File: src/rtl/gf2n_power_sbox_seq.sv
// rtl/gf2n_power_sbox_seq.sv - sequential GF(2^N) power-map S-box, y = x^E xor {N{parity(x & MASK)}}
module gf2n_power_sbox_seq #(
   parameter int            N    = 6,
   parameter logic [N:0]    POLY = 7'b1000011,
   parameter logic [N-1:0]  MASK = 6'b010100
) (
   input  logic         clk,
   input  logic         rst,
   input  logic         in_valid,
   output logic         in_ready,
   input  logic [N-1:0] in_x,
   input  logic [N-1:0] in_e,
   output logic         out_valid,
   input  logic         out_ready,
   output logic [N-1:0] out_y,
   output logic         busy
);

   localparam int KW = $clog2(N);

   typedef enum logic [1:0] {IDLE, RUN, DONE} state_t;

   state_t         state_q, state_d;
   logic [N-1:0]   acc_q, acc_d;
   logic [N-1:0]   base_q, base_d;
   logic [N-1:0]   exp_q, exp_d;
   logic           t_q, t_d;
   logic [KW-1:0]  k_q, k_d;
   logic [N-1:0]   y_q, y_d;
   logic [N-1:0]   sq, prod, step;
   logic           accept;

   // Shift-and-add multiply with the reduction folded into each shift of a,
   // so the operand never grows past N bits.
   function automatic logic [N-1:0] gf_mul(input logic [N-1:0] a, input logic [N-1:0] b);
      logic [N-1:0] p;
      logic [N-1:0] aa;
      p  = '0;
      aa = a;
      for (int i = 0; i < N; i++) begin
         if (b[i]) p = p ^ aa;
         aa = aa[N-1] ? ((aa << 1) ^ POLY[N-1:0]) : (aa << 1);
      end
      return p;
   endfunction

   assign in_ready  = (state_q == IDLE) && !rst;
   assign accept    = in_valid && in_ready;
   assign out_valid = (state_q == DONE);
   assign out_y     = y_q;
   assign busy      = (state_q != IDLE);

   // One MSB-first square-and-multiply step, fully combinational.
   always_comb begin
      sq   = gf_mul(acc_q, acc_q);
      prod = gf_mul(sq, base_q);
      step = exp_q[k_q] ? prod : sq;
   end

   // Next-state and datapath updates for IDLE -> RUN (N steps) -> DONE.
   always_comb begin
      state_d = state_q;
      acc_d   = acc_q;
      base_d  = base_q;
      exp_d   = exp_q;
      t_d     = t_q;
      k_d     = k_q;
      y_d     = y_q;
      unique case (state_q)
         IDLE: begin
            if (accept) begin
               base_d  = in_x;
               exp_d   = in_e;
               t_d     = ^(in_x & MASK);
               acc_d   = N'(1);
               k_d     = KW'(N - 1);
               state_d = RUN;
            end
         end
         RUN: begin
            acc_d = step;
            if (k_q == '0) begin
               y_d     = step ^ {N{t_q}};
               state_d = DONE;
            end else begin
               k_d = k_q - KW'(1);
            end
         end
         DONE: begin
            if (out_ready) state_d = IDLE;
         end
         default: state_d = IDLE;
      endcase
   end

   // State and datapath registers; reset discards any operation in flight.
   always_ff @(posedge clk) begin
      if (rst) begin
         state_q <= IDLE;
         acc_q   <= '0;
         base_q  <= '0;
         exp_q   <= '0;
         t_q     <= 1'b0;
         k_q     <= '0;
         y_q     <= '0;
      end else begin
         state_q <= state_d;
         acc_q   <= acc_d;
         base_q  <= base_d;
         exp_q   <= exp_d;
         t_q     <= t_d;
         k_q     <= k_d;
         y_q     <= y_d;
      end
   end

endmodule

File: config.mk
export PLATFORM = sky130hd
export DESIGN_NAME = gf2n_power_sbox_seq
export DESIGN_NICKNAME = d
export VERILOG_FILES = /design/src/rtl/gf2n_power_sbox_seq.sv
export SDC_FILE = /design/constraint.sdc
export NUM_CORES = 1
export LEC_CHECK = 0
export BUFFER_PORTS_ARGS = -buffer_cell sky130_fd_sc_hd__buf_2
export CAP_MARGIN = 10
export CELL_PAD_IN_SITES_DETAIL_PLACEMENT = 0
export CELL_PAD_IN_SITES_GLOBAL_PLACEMENT = 1
export CORE_MARGIN = 3
export CORE_UTILIZATION = 48
export CTS_BUF_LIST = sky130_fd_sc_hd__clkbuf_8 sky130_fd_sc_hd__clkbuf_16
export DETAILED_ROUTE_END_ITERATION = 7
export PLACE_DENSITY_LB_ADDON = 0.1
export SLEW_MARGIN = 10
export SYNTH_ARGS = -nofsm -noshare
export SYNTH_HDL_FRONTEND = slang
export SYNTH_SLANG_ARGS = --single-unit
File: constraint.sdc
create_clock -name clk -period 4.6 [get_ports clk]
set_clock_uncertainty 0.2 [all_clocks]
set_input_delay 0.23 -clock clk [delete_from_list [all_inputs] [get_ports clk]]
set_output_delay 0.23 -clock clk [all_outputs]
set_load 0.01 [all_outputs]
Yosys cells after proc, flatten, opt, wreduce, memory -nomap -nowiden
Cells that the tools add are included.
Cells by class
  add/subtract/negate cells: 1
  $lt $le $gt $ge: 1
  equal/unequal tests: 6
  multiplexer cells: 34
  bitwise logic cells: 21
  reductions and logical operators: 13
Operators by type and width (number)
  6-bit two-way mux: 14
  6-bit bitwise XOR: 11
  2-bit two-way mux: 13
  2-bit inverter: 10
  6-bit case mux with 2 select lines: 1
  3-bit two-way mux: 2
  2-bit inequality test, second input constant: 3
  2-bit case mux with 3 select lines: 1
  3-bit case mux with 2 select lines: 1
  2-bit AND reduction: 3
  3-bit AND reduction: 2
  6-bit parity: 1
  3-bit by 4-bit less-than comparator with 1-bit output, second input constant: 1
  2-bit nonzero test: 2
  1-bit binary-select mux with 3-bit select: 1
  3-bit zero test: 1
  3-bit by 1-bit subtractor with 3-bit output, second input constant: 1
  2-bit by 1-bit equality test with 1-bit output, second input constant: 1
  2-bit equality test, second input constant: 1
  1-bit logical AND: 2
  2-bit zero test: 1
  2-bit by 1-bit inequality test with 1-bit output, second input constant: 1
  1-bit zero test: 1
  1-bit two-way mux: 1
Storage, ports and cells
  bits in registers: 30
  output and inout bits: 9
  logic and storage cells: 83

Longest topological paths before layout
  depth after elaboration: 26
  gate-level depth with buffers: 11

Worst setup path before layout
Ideal clock, no wire load.
  path type: reg-to-reg
  from: register acc_q[0]
  to: register y_q[2], in the netlist out_y[2]
  arrival: 2877 ps
  required time: 4305 ps
  slack: 1427 ps
  cell stages (with the launch flop): 12
  path buffers: 1
  path through: dfxtp_1 ha_1 buf_6 xnor2_1 a211o_1 and3_4 or4b_4 o211ai_2 xor3_1 mux2i_1 or3_1 o311ai_1
On the way
  longest elaborated chain between the ends: 24
  elaborated cells between the ends (all ways): 34
  classes of those cells: mux: 18; bitwise: 16
RTL lines
  start, declared: line 24  | logic [N-1:0] acc_q, acc_d;
  start signal, assigned: line 100  | acc_q <= '0;
  start signal, assigned: line 108  | acc_q <= acc_d;
  6-bit two-way mux or 2-bit inverter (tied branches)
  6-bit bitwise XOR or 2-bit two-way mux (tied branches): line 41, 42
  6-bit two-way mux or 6-bit bitwise XOR (tied branches): line 41  | if (b[i]) p = p ^ aa;
  6-bit bitwise XOR or 6-bit two-way mux (tied branches): line 41
  6-bit two-way mux or 6-bit bitwise XOR (tied branches): line 41
  6-bit bitwise XOR or 6-bit two-way mux (tied branches): line 41
  6-bit two-way mux or 6-bit bitwise XOR (tied branches): line 41
  6-bit bitwise XOR or 6-bit two-way mux (tied branches): line 41
  [... 8 more ...]
  6-bit bitwise XOR: line 41
  6-bit two-way mux: line 41
  6-bit bitwise XOR: line 41
  6-bit two-way mux: line 41
  6-bit bitwise XOR: line 41
  6-bit two-way mux: line 41
  6-bit two-way mux *: line 57  | step = exp_q[k_q] ? prod : sq;
  6-bit bitwise XOR *: line 83  | y_d = step ^ {N{t_q}};
  end signal, assigned: line 113  | y_q <= y_d;
  end, declared: line 29  | logic [N-1:0] y_q, y_d;
Every way passes the cells marked *; elsewhere a longest branch is shown, timed or not.
A chain may end at the register's enable or synchronous reset.

Worst setup path after layout
  from: register acc_q[5]
  to: register y_q[2], in the netlist out_y[2]
On the way
  longest elaborated chain between the ends: 23
  elaborated cells between the ends (all ways): 35
  classes of those cells: mux: 19; bitwise: 16
RTL lines
  2-bit two-way mux: line 42  | aa = aa[N-1] ? ((aa << 1) ^ POLY[N-1:0]) : (aa << 1);
  6-bit bitwise XOR or 2-bit inverter (tied branches)
  6-bit two-way mux or 2-bit two-way mux (tied branches): line 41, 42
  6-bit bitwise XOR: line 41
  6-bit two-way mux: line 41
  6-bit bitwise XOR: line 41
  6-bit two-way mux: line 41
  6-bit bitwise XOR: line 41
  [... 7 more ...]
  6-bit bitwise XOR: line 41
  6-bit two-way mux: line 41
  6-bit bitwise XOR: line 41
  6-bit two-way mux: line 41
  6-bit bitwise XOR: line 41
  6-bit two-way mux: line 41
  6-bit two-way mux *: line 57
  6-bit bitwise XOR *: line 83
Marked as above.

==> results.toml <==
[clocking]
cts_sinks = 30
clk_path_buf_depth = 2
post_cts_buffers = 0
clk_pin_slew_ps = 70
cts_made_buffers = 5
clockRootBuffer = "clkbuf_8"
cts-htree-levels = 2
cts_tree = "built"
insertion_delay_ps = 280

[routing]
wire_per_inst_um = 15.8
route.detailed.drc = 0
viasPerCell = 5.56
ant_nets = 0
drt_iter0_drc = 147
wirelength_um = 6140
dr.pass1.iters = 4
via_count = 2157

[power]
power.density_nw_per_um2 = 278
ir_drop_mv = 0.173
p_int_mw = 0.507
swShare_pct = 33.8
power_frac_comb_pct = 30.2
seq_power_share_pct = 40.8
p_switching_mw = 0.259
power_mw = 0.766
p_clk_share_pct = 29.0
p_leak_nw = 1.12

[timing]
worst_pin_slew_ps = 765
setup_slack_ps = 871
hold_viol = 0
period_minus_slack_ps = 3730
fin_crit_sh_pct = 81.1
timing.hold.ws_ps = 15.5
rsz0062_at_grt = "no"
relSlewSlack_pct = 49.0
clock.fmax_ghz = 0.268
final_max_slew_viol_count = 0
final.setup.tns_ps = 0
setup_viol = 0

[setup_path]
endpoint_kind = "register"
cp.required_ps = 4570
crit_start = "acc_q[5]"
crit_fanout = 13
reg2reg_from = "acc_q[5]"
ff2ff_setup_slack_ps = 870
r2r_cells = 10
cp.arrival_ps = 3700
worstSetupStartpointType = "register"
worstSetupPathType = "reg -> reg"
timing.rr.end = "out_y[2]"

[logic_synthesis]
synth_top_area_share_pct = 24.5
synth_area_sq_um = 2450
ys_warn_count = 0
synth_most_common_cell = "nand2_1"
synth_edf_count = 0
synthCells = 298
ys_seq_area_share_pct = 24.5
yosys-top-cells-area = "dfxtp_1, nand2_1, xnor3_1"
yosys.area.top_type = "dfxtp_1"
syn_area_per_cell_sq_um = 8.23
yosys-top-cells-count = "nand2_1, dfxtp_1, nor2_1, a21oi_1, xnor2_1"
ys.flop_type = "dfxtp_1"
ys_ff_latch = 30
async_flop_share_pct = 0
synthDistinctLibCells = 63
syn_nets = 317

[global_route]
grt_pass1_vias = 2040
grt_max_degree = 34
grtUsageTotal_pct = 22.0
antenna_found_initial = 0
grt_overflow = 0
grt_pass1_wl_um = 10500

[hold_path]
whs_path_depth = 3
hold_start = "in_x[4]"
worstHoldEndpoint = "base_q[4]"
hold_path_class = "in -> reg"

[cells_and_area]
antenna_cells = 0
finalInstanceArea_sq_um = 2760
fill_cells = 479
final_util_pct = 57.2
multi_input_area_sq_um = 1710
nets = 339
fin_cells = 388
area_growth_pct = 12.4
register_area_sq_um = 601
drive_above_1_share_pct = 15.0

[floorplanning]
num_rows = 25
die_y_um = 77.5
initial_core_util_pct = 50.9
ioPinCount = 25
die-area_sq_um = 6000
fp.dieW_um = 77.5
core-area_sq_um = 4820

[placement]
place_ws_ps = 909
placedCellCount = 369
gp_congestion = 0.854
hpwl_um = 4310
placed_area_sq_um = 2550
io_buffers = 24

[status]
status = "complete, no violations"

[flow_run]
drv_cap = 0
## flip-flops by register name, indices dropped and copies added (netlist names)
register / flops
base_q: 6
k_q: 3
acc_q: 6
t_q: 1
exp_q: 6
state_q: 2
out_y: 6
## cell type report
type,count,area share [%]
multi-input cells,239,62.0
flip-flops and latches,30,21.8
repair buffers,36,8.62
well taps,67,3.04
clock buffers,6,3.00
inverters,8,1.09
clock inverters,2,0.454
## worst max-delay path, cell delays in order, from the launching register on
cell and delay [ps]:
dfxtp_1 580, ha_1 420, and4b_1 250, nor3_1 280, xnor2_1 270, a21oi_1 130, a311oi_1 460, xor3_1 430
mux2i_1 170, or3_1 360, o311ai_1 90
## power groups by stage
stage	combinational [mW]	clock [mW]	sequential, mW
floorplan	0.188	0	0.301
global placement	0.221	0	0.317
detailed placement	0.222	0	0.318
CTS	0.231	0.231	0.312
global route	0.258	0.243	0.316
finish	0.232	0.222	0.312
## repair_timing
item | 4_1_cts | 5_1_grt
endpoints found under the hold margin | 11 | 0
hold buffers | 11 | 0
resized for setup | 0 | 0
## cell families after synthesis
group | count (synthesis) | synth area share (%)
buffers and inverters | 29 | 5.82
XOR/XNOR | 35 | 18.9
adder cells (fa/ha/maj) | 3 | 1.53
flip-flops | 30 | 24.5
multiplexers | 10 | 5.15
AND/OR/NAND/NOR | 129 | 26.4
AO/OA/AOI/OAI | 62 | 17.8
## cells in the final DEF, fill, tap and decap left out, types with 2 or more instances in the layout
master,instances
dfxtp_1,30
nand3b_1,11
a32oi_1,2
nand2_1,52
ha_1,3
clkbuf_8,6
xnor2_1,15
mux2i_1,7
inv_1,7
and2_0,2
a21oi_1,15
or3_1,2
o21ai_0,10
a31oi_1,2
o22ai_1,2
a21o_1,2
a22oi_1,2
a211oi_1,8
xor2_1,9
o211ai_1,2
nor2_1,23
o21a_1,2
nor3b_1,3
xnor3_1,8
nor2b_1,6
nand3_1,9
xor3_1,2
o21bai_1,2
o31ai_1,3
nor3_1,7
buf_2,24
dlygate4sd3_1,11
## metal layers
layer  global-route usage (%)  share of wire (%)
met1                     30.7                 47
met2                     35.2                 47
met3                     2.78                4.8
met4                     6.94                1.1
met5                        0                  0
## worst max path at each step
stage / end / slack [ps]
after CTS: out_y[2] / 870
after global placement: out_y[2] / 990
after detailed placement: out_y[2] / 910
after floorplan: out_y[2] / 1430
after global routing: out_y[2] / 660
final: out_y[2] / 870
Power figures use the tool's default switching activity.
